$ cat config.mk
export PLATFORM = sky130hd
export DESIGN_NAME = des_cbc
export DESIGN_NICKNAME = d
export VERILOG_FILES = /design/src/rtl/des_cbc.sv
export SDC_FILE = /design/constraint.sdc
export NUM_CORES = 1
export LEC_CHECK = 0
export BUFFER_PORTS_ARGS = -buffer_cell sky130_fd_sc_hd__buf_2
export CORE_ASPECT_RATIO = 2
export CORE_MARGIN = 4
export CORE_UTILIZATION = 53
export DETAILED_ROUTE_END_ITERATION = 16
export PLACE_DENSITY_LB_ADDON = 0.08
export REMOVE_ABC_BUFFERS = 1
export SLEW_MARGIN = 20
export SYNTH_ARGS = -nofsm -noshare
export SYNTH_HDL_FRONTEND = slang
export SYNTH_SLANG_ARGS = --single-unit
$ cat constraint.sdc
create_clock -name clk_i -period 1.9 [get_ports clk_i]
set_input_delay 0.095 -clock clk_i [delete_from_list [all_inputs] [get_ports clk_i]]
set_output_delay 0.095 -clock clk_i [all_outputs]
set_load 0.02 [all_outputs]
$ cat src/rtl/des_cbc.sv
// des_cbc: CBC chaining front end for a single-block DES core.
// Wraps the core request/response handshake with the IV/chain XOR for both directions.
module des_cbc (
  input  logic        clk_i,
  input  logic        reset_i,
  input  logic        mode_i,
  input  logic        start_i,
  input  logic [0:63] key_i,
  input  logic [0:63] iv_i,
  input  logic [0:63] data_i,
  input  logic        valid_i,
  output logic        accept_o,
  output logic [0:63] data_o,
  output logic        valid_o,
  output logic        des_mode_o,
  output logic [0:63] des_key_o,
  output logic [0:63] des_data_o,
  output logic        des_valid_o,
  input  logic [0:63] des_data_i,
  input  logic        des_valid_i
);

  typedef enum logic {IDLE, BUSY} state_t;

  state_t      state, state_nx;
  logic [0:63] chain, chain_nx;
  logic [0:63] cbuf, cbuf_nx;
  logic [0:63] key_q, key_nx;
  logic [0:63] req_nx, out_nx, chain_eff;
  logic        mode_q, mode_nx, mode_eff;
  logic        req_vld_nx, out_vld_nx;

  assign accept_o   = (state == IDLE);
  assign des_mode_o = mode_q;
  assign des_key_o  = key_q;

  always_comb begin
    state_nx   = state;
    chain_nx   = chain;
    cbuf_nx    = cbuf;
    key_nx     = key_q;
    mode_nx    = mode_q;
    req_nx     = des_data_o;
    req_vld_nx = 1'b0;
    out_nx     = data_o;
    out_vld_nx = 1'b0;
    mode_eff   = start_i ? mode_i : mode_q;
    chain_eff  = start_i ? iv_i : chain;

    case (state)
      IDLE: begin
        if (valid_i) begin
          if (start_i) begin
            chain_nx = iv_i;
            mode_nx  = mode_i;
            key_nx   = key_i;
          end
          // Decrypt keeps the ciphertext: it becomes the chain once the result returns.
          if (mode_eff) begin
            req_nx  = data_i;
            cbuf_nx = data_i;
          end else begin
            req_nx  = data_i ^ chain_eff;
          end
          req_vld_nx = 1'b1;
          state_nx   = BUSY;
        end
      end
      BUSY: begin
        if (des_valid_i) begin
          if (mode_q) begin
            out_nx   = des_data_i ^ chain;
            chain_nx = cbuf;
          end else begin
            out_nx   = des_data_i;
            chain_nx = des_data_i;
          end
          out_vld_nx = 1'b1;
          state_nx   = IDLE;
        end
      end
      default: state_nx = IDLE;
    endcase
  end

  always_ff @(posedge clk_i) begin
    if (reset_i) begin
      state       <= IDLE;
      chain       <= '0;
      cbuf        <= '0;
      key_q       <= '0;
      mode_q      <= 1'b0;
      des_data_o  <= '0;
      des_valid_o <= 1'b0;
      data_o      <= '0;
      valid_o     <= 1'b0;
    end else begin
      state       <= state_nx;
      chain       <= chain_nx;
      cbuf        <= cbuf_nx;
      key_q       <= key_nx;
      mode_q      <= mode_nx;
      des_data_o  <= req_nx;
      des_valid_o <= req_vld_nx;
      data_o      <= out_nx;
      valid_o     <= out_vld_nx;
    end
  end

endmodule

After elaboration in Yosys (flattened, before gate mapping)
Index checks and enable logic that the tools add are counted.

Register bits after elaboration: 324. Bits of input ports: 262. Output and inout bits: 196. Word-level logic and storage cells: 33.

Eq/ne operators: 2. Multiplexer cells: 12. Bitwise logic cells: 3. Reductions and logical operators: 7.

Operators with widths (count): $mux W64 (6); $pmux W64 S2 (1); $xor A64 B64 Y64 (2); $reduce_and A2 Y1 (3); $reduce_and A3 Y1 (2); $mux W1 (4); $ne A2 B2 Y1 const B (2); $reduce_or A2 Y1 (2); $pmux W1 S2 (1); $not A1 Y1 (1).

Depth between registers and ports, before layout
Gate-level depths: netlist of run 1.

Depth after elaboration: 3. Mapped depth: 8. Mapped depth without buffers: 4.

Worst setup path before layout of run 1
OpenSTA, ideal clock, no wires.

Kind: register to register. Start: register mode_q (netlist: des_mode_o). End: register chain[22] (netlist bit). Setup time: 0.132 ns. Arrival time: 1.579 ns. Required time: 1.768 ns. Slack: 0.189 ns. Stages on the path, launching flop included: 6. Path buffers: 2. Period minus slack after synthesis: 1.711 ns. Path through: dfxtp_1 -> buf_2 -> buf_2 -> mux2_2 -> a221oi_1 -> nor3_1.

Cells in the longest elaborated chain, start to end: 3.

Ends and longest elaborated chain: start, declared (line 30) `logic mode_q, mode_nx, mode_eff;`; start signal, assigned (line 102) `mode_q <= mode_nx;`; $mux W64 (line 71) `if (mode_q) begin`; $mux W64 (line 70) `if (des_valid_i) begin`; $pmux W64 S2 (line 50) `case (state)`; end signal, assigned (line 99) `chain <= chain_nx;`; end, declared (line 26) `logic [0:63] chain, chain_nx;`.

No other way between the ends. The select of a mux whose other input is x is not followed. A chain may end at the register's enable or synchronous reset.

Worst setup path in the final report of run 1
Start: register state. End: output port accept_o.

Cells in the longest elaborated chain, start to end: 1.

Ends and longest elaborated chain: start, declared (line 25) `state_t state, state_nx;`; start signal, assigned (line 98) `state <= state_nx;`; $not A1 Y1; end, declared (line 12) `output logic accept_o,`.

No other way between the ends.

==> flow_metrics.env, run 1 <==
export IMPL_path_max_fanout=20
export IMPL_critical_path_class="flip-flop to primary output"
export IMPL_finalSetupTns_ns=0
export IMPL_min_path_type="input port to flip-flop"
export IMPL_critPathLaunchType="flip-flop"
export IMPL_ys_async_sr_fraction_pct=0
export IMPL_required_ns=1.80
export IMPL_yosys_top_cells_area="dfxtp_1 (40%), mux2_2 (6.9%), nand2_1 (6.0%)"
export IMPL_stdcell_area_sq_um=22300
export IMPL_total_power_w=0.0179
export IMPL_core_area_sq_um=30100
export IMPL_grt_pass1_wl_microns=94000
export IMPL_fin_crit_sh_pct=95.3
export IMPL_start_util_pct=53.5
export IMPL_areaGrowthSynthToFinish_pct=38.7
export IMPL_rows=90
export IMPL_die_x_microns=131
export IMPL_synth_edf_count=0
export IMPL_final_cell_mix="buf_2 (454), dfxtp_1 (322), nand2_1 (257)"
export IMPL_synth_seq_cells=324
export IMPL_ys_warn_count=0
export IMPL_drt_iter0_markers=959
export IMPL_overflow=0
export IMPL_vias_per_cell=6.07
export IMPL_fin_cells=2866
export IMPL_max_slew_margin_pct=48.1
export IMPL_yosys_area_top_type_share_pct=40.3
export IMPL_first_pass_iters=5
export IMPL_mostFrequentLayoutCell="buf_2"
export IMPL_synth_cells=1873
export IMPL_fin_worst_skew_ns=0.0147
export IMPL_grt_total_usage_pct=34.2
export IMPL_fp_dieArea_sq_um=33400
export IMPL_cts_setup_buffers=0
export IMPL_wirelength_microns=60000
export IMPL_drive_gt1_share_pct=29.1
export IMPL_grt_antenna_before_repair=7
export IMPL_path_clk_slew_ns=0.07
export IMPL_crit_arrival_ns=1.72
export IMPL_synth_cell_type_count=34
export IMPL_cts_root_buf="clkbuf_16"
export IMPL_io_pins=458
export IMPL_cts_buffers=30
export IMPL_min_period_ns=1.81
export IMPL_status="completed"
export IMPL_grt_max_degree=131
export IMPL_yosysSeqAreaShare_pct=40.3
export IMPL_netlist_area_sq_um=16100
export IMPL_hold_viol=0
export IMPL_ir_drop_mv=0.706
export IMPL_clk_insertion_delay_late_ns=0.56
export IMPL_rsz0062_at_grt="no"
export IMPL_synth_largest_area_cell="dfxtp_1"
export IMPL_gp_congestion=0.875
export IMPL_setup_viol_count_final=0
export IMPL_drc=0
export IMPL_crit_path_end_kind="primary output"
export IMPL_max_freq_ghz=0.552
export IMPL_worstMarginPinSlew_ns=0.777
export IMPL_hpwl_microns=38400
export IMPL_vias=17395
export IMPL_avgSynthCellArea_sq_um=8.58
export IMPL_grt_pass1_vias=17606
export IMPL_p_leak_nw=9.16
export IMPL_die_h_microns=254
export IMPL_clk_path_buf_depth=3
export IMPL_ant_nets=0
export IMPL_p_per_area_nw_per_um2=804
export IMPL_nNetsFinal=2732
export IMPL_maxCapViolations=0
export IMPL_ys_flop_type="dfxtp_1"
export IMPL_slew_violations=0
export IMPL_placedInstanceArea_sq_um=18800
export IMPL_post_drt_wl_per_cell_microns=20.9
export IMPL_cts_sinks=324
export IMPL_tritoncts="built"
export IMPL_port_buffers=457
export IMPL_dpl_cell_count=2567
export IMPL_h_tree_depth=1
## state kept, by name, indices dropped and copies added, names as in the netlist
signal       count
cbuf            64
state            1
des_valid_o      1
des_key_o       64
des_mode_o       1
chain           64
des_data_o      64
valid_o          1
data_o          64
## area by class of cell
type / instances / area (sq um)
multi-input combinational: 1362 / 8810
fill: 2147 / 7770
sequential: 324 / 6490
timing repair buffer: 750 / 5420
clock buffer: 43 / 931
tap: 368 / 460
clock inverter: 10 / 164
antenna: 7 / 17.5
inverter: 2 / 8.76
## path summary, 6_finish.rpt
check                                                start                    endpoint  slack, ns  cells after the start
worst max register to register            state$_SDFF_PP0_       cbuf[23]$_SDFFE_PP0P_       0.22                      5
worst max-delay path                      state$_SDFF_PP0_                    accept_o       0.09                      4
worst min register to register  des_key_o[47]$_SDFFE_PP0P_  des_key_o[47]$_SDFFE_PP0P_       0.45                      2
worst min-delay path                               iv_i[6]  des_data_o[6]$_SDFFE_PP0P_      0.009                      4
## Yosys cell counts, drive strengths merged, types with 2 or more instances
library cell,instances
a211oi,64
a21oi,129
a221o,63
a221oi,45
and3b,2
buf,70
clkbuf,115
dfxtp,324
mux2,111
mux2i,40
nand2,258
nand2b,2
nand3,64
nand3b,20
nor2,175
nor3,46
o2111a,63
o21ai,147
or3b,64
xor2,64
## where the power goes
part | switching (W) | total (W) | internal [W] | leakage, nW
registers | 0.000320 | 0.00756 | 0.00724 | 2.65
clock network | 0.00270 | 0.00663 | 0.00394 | 0.542
logic | 0.00208 | 0.00374 | 0.00166 | 5.96
total | 0.00509 | 0.0179 | 0.0128 | 9.16
## kinds of logic (layout without fill, tap and decap cells)
logic type	Yosys count	count (layout)	share of synthesized area (%)
and+or+nand+nor	635	635	18.3
AOI/OAI and AO/OA	512	512	22.4
DFF	324	324	40.3
muxes	151	151	10.3
buffers and inverters	187	805	5.12
xor gates and xnor gates	64	64	3.49
other	0	7	0
## critical path, stage by stage, from the launching register on
cell and delay [ns]:
dfxtp_2 0.44, buf_4 0.26, inv_1 0.10, buf_12 0.18, buf_2 0.17
## routing by layer
layer / vias up / track usage, % / wire [microns]
met5: - / 0 / 0
met3: 243 / 5.21 / 4000
met4: 0 / 23.4 / 4430
li1: 8000 / - / -
met2: 872 / 61.5 / 30200
met1: 8280 / 37.1 / 21400
## through the flow
stage,util [%],worst slack (ns),hold slack (ns)
final,74.2,0.0885,0.00881
after floorplan,-,-4.40,0.164
after detailed placement,62.5,0.253,0.343
after CTS,74.1,0.0788,0.000173
after global placement,62.5,0.294,0.337
after global routing,74.2,0.0259,0.0313
## repair_timing
action | in CTS | in global routing
hold buffers | 239 | 0
resized for setup | 0 | 0
endpoints found under the hold margin | 274 | 0
No activity file was read; power rests on OpenSTA's default activity.
==> run 2, diff against run 1 <==
--- a/config.mk
+++ b/config.mk
@@ -5,6 +5,7 @@
 export SDC_FILE = /design/constraint.sdc
 export NUM_CORES = 1
 export LEC_CHECK = 0
+export ABC_AREA = 1
 export BUFFER_PORTS_ARGS = -buffer_cell sky130_fd_sc_hd__buf_2
 export CORE_ASPECT_RATIO = 2
 export CORE_MARGIN = 4
==> flow_metrics.env, run 2 <==
export IMPL_status="completed"
export IMPL_vias=18705
export IMPL_power_switching_w=0.00551
export IMPL_synth_most_common_cell="nand2_1"
export IMPL_overflow=0
export IMPL_crit_chain="buf_16 -> buf_2"
export IMPL_rsz0062_at_grt="no"
export IMPL_io_pins=458
export IMPL_max_slew_margin_pct=55.5
export IMPL_placedInstanceArea_sq_um=18500
export IMPL_cp_slowest_stage_delay_ns=0.45
export IMPL_drive_gt1_share_pct=17.6
export IMPL_max_freq_ghz=0.559
export IMPL_gp_congestion=0.858
export IMPL_fp_dieArea_sq_um=33200
export IMPL_drc=0
export IMPL_mostFrequentLayoutCell="nand2_1"
export IMPL_crit_arrival_ns=1.69
export IMPL_synth_cells=2533
export IMPL_grt_antenna_before_repair=2
export IMPL_min_period_ns=1.79
export IMPL_post_drt_wl_per_cell_microns=17.1
export IMPL_hpwl_microns=35600
export IMPL_cts_sinks=324
export IMPL_swShare_pct=30.4
export IMPL_worst_slack_ns=0.110
export IMPL_cpMaxStageDelayCell="buf_16"
export IMPL_finalSetupTns_ns=0
export IMPL_grt_pass1_wl_microns=94100
export IMPL_fin_crit_sh_pct=94.2
export IMPL_grt_total_usage_pct=35.1
export IMPL_total_power_w=0.0181
export IMPL_p_per_area_nw_per_um2=828
export IMPL_cts_root_buf="clkbuf_16"
export IMPL_ys_async_sr_fraction_pct=0
export IMPL_first_pass_iters=6
export IMPL_yosys_top_cells_area="dfxtp_1 (40%), nand2_1 (14%), nor2_1 (11%)"
export IMPL_final_cell_mix="nand2_1 (600), nor2_1 (483), buf_2 (456)"
export IMPL_clkPwrFrac_pct=35.7
export IMPL_rows=89
export IMPL_start_util_pct=54.1
export IMPL_drt_iter0_markers=1299
export IMPL_hold_viol=0
export IMPL_yosys_area_top_type_share_pct=40.5
export IMPL_hold_path_cell_count=7
export IMPL_cts_setup_buffers=0
export IMPL_maxCapViolations=0
export IMPL_wirelength_microns=60100
export IMPL_areaGrowthSynthToFinish_pct=36.8
export IMPL_netlist_area_sq_um=16000
export IMPL_path_clk_slew_ns=0.07
export IMPL_path_max_fanout=134
export IMPL_stdcell_area_sq_um=21900
export IMPL_synth_seq_cells=324
export IMPL_synth_commonest_cells="nand2_1 (602), nor2_1 (483), dfxtp_1 (324)"
export IMPL_worstMarginPinSlew_ns=0.667
export IMPL_seq_power_share_pct=42.4
export IMPL_tritoncts="built"
export IMPL_fill_cells=2312
export IMPL_slew_violations=0
export IMPL_die_x_microns=131
export IMPL_dp_slack_ns=0.264
export IMPL_internal_power_w=0.0126
export IMPL_die_h_microns=254
export IMPL_clk_insertion_delay_late_ns=0.57
export IMPL_fin_worst_skew_ns=0.0158
export IMPL_critPathLaunchType="flip-flop"
export IMPL_ys_warn_count=0
export IMPL_avgSynthCellArea_sq_um=6.32
export IMPL_vias_per_cell=5.32
export IMPL_h_tree_depth=1
export IMPL_ys_flop_type="dfxtp_1"
export IMPL_p_leak_nw=11.7
export IMPL_ir_drop_mv=0.973
export IMPL_required_ns=1.80
export IMPL_nNetsFinal=3390
export IMPL_synth_cell_type_count=22
export IMPL_synth_largest_area_cell="dfxtp_1"
export IMPL_crit_path_end_kind="primary output"
export IMPL_pwr_share_comb_pct=21.9
export IMPL_clk_path_buf_depth=3
export IMPL_holdWs_ns=0.0142
export IMPL_setup_viol_count_final=0
export IMPL_port_buffers=457
export IMPL_ant_nets=0
export IMPL_core_area_sq_um=29600
export IMPL_worstRegToRegCells=7
export IMPL_critical_path_class="flip-flop to primary output"
export IMPL_synth_edf_count=0
export IMPL_yosysSeqAreaShare_pct=40.5
export IMPL_grt_max_degree=135
export IMPL_grt_pass1_vias=19130
export IMPL_min_path_type="input port to flip-flop"
export IMPL_cts_buffers=30
-- run 2: area by class of cell --
type,count,area [sq um],area share (%)
Multi-Input combinational cell,1751,7700,35.1
Sequential cell,324,6490,29.6
Timing Repair Buffer,729,5120,23.4
Inverter,292,1110,5.05
Clock buffer,43,881,4.02
Tap cell,364,455,2.08
Clock inverter,9,153,0.697
Antenna cell,4,10.0,0.0457
-- run 2: per-layer routing --
metal	up-vias	track usage (%)	wire length [microns]
met5	-	0	0
met4	0	21.5	3880
met3	274	6.18	4810
met2	1004	63.4	30500
met1	8451	36.7	20900
li1	8976	-	-
-- run 2: logic make-up after synthesis --
group                     count (synthesis)  synth area share (%)
AOI/OAI and AO/OA                       391                  12.3
xor gates and xnor gates                 59                  3.23
buffers and inverters                   458                  11.7
DFF                                     324                  40.5
and+or+nand+nor                        1301                  32.4
-- run 2: power by group through the flow --
| stage | combinational, W | clock (W) | sequential, W |
|---|---|---|---|
| finish | 0.00397 | 0.00647 | 0.00769 |
| floorplan | 0.00172 | 0 | 0.00814 |
| global placement | 0.00341 | 0 | 0.00780 |
| global route | 0.00438 | 0.00682 | 0.00774 |
| CTS | 0.00389 | 0.00655 | 0.00767 |
| detailed placement | 0.00349 | 0 | 0.00781 |
-- run 2: repair_timing --
| action | in CTS | in global routing |
|---|---|---|
| gates resized for setup | 0 | 1 |
| endpoints found under the hold margin | 312 | 0 |
| setup endpoints to repair | 0 | 1 |
| hold buffers | 236 | 0 |
-- run 2: metrics by stage --
| stage | util, % | instances |
|---|---|---|
| floorplan | - | 2367 |
| global placement | 62.4 | 3224 |
| detailed placement | 62.4 | 3224 |
| CTS | 73.9 | 3512 |
| global route | 73.9 | 3514 |
| finish | 74.0 | 3516 |
-- run 2: final timing paths --
kind                            from                           to  slack [ns]
max          des_mode_o$_SDFFE_PP0P_                   des_mode_o        0.11
min                         iv_i[40]  des_data_o[40]$_SDFFE_PP0P_        0.01
max reg2reg         state$_SDFF_PP0_  des_data_o[63]$_SDFFE_PP0P_        0.20
min reg2reg     cbuf[7]$_SDFFE_PP0P_         cbuf[7]$_SDFFE_PP0P_        0.48
-- run 2: critical path, delay by kind of cell, from the launching register on --
| kind | cells | cell delay [ns] |
|---|---|---|
| flip-flops | 1 | 0.37 |
| buffers and inverters | 2 | 0.72 |
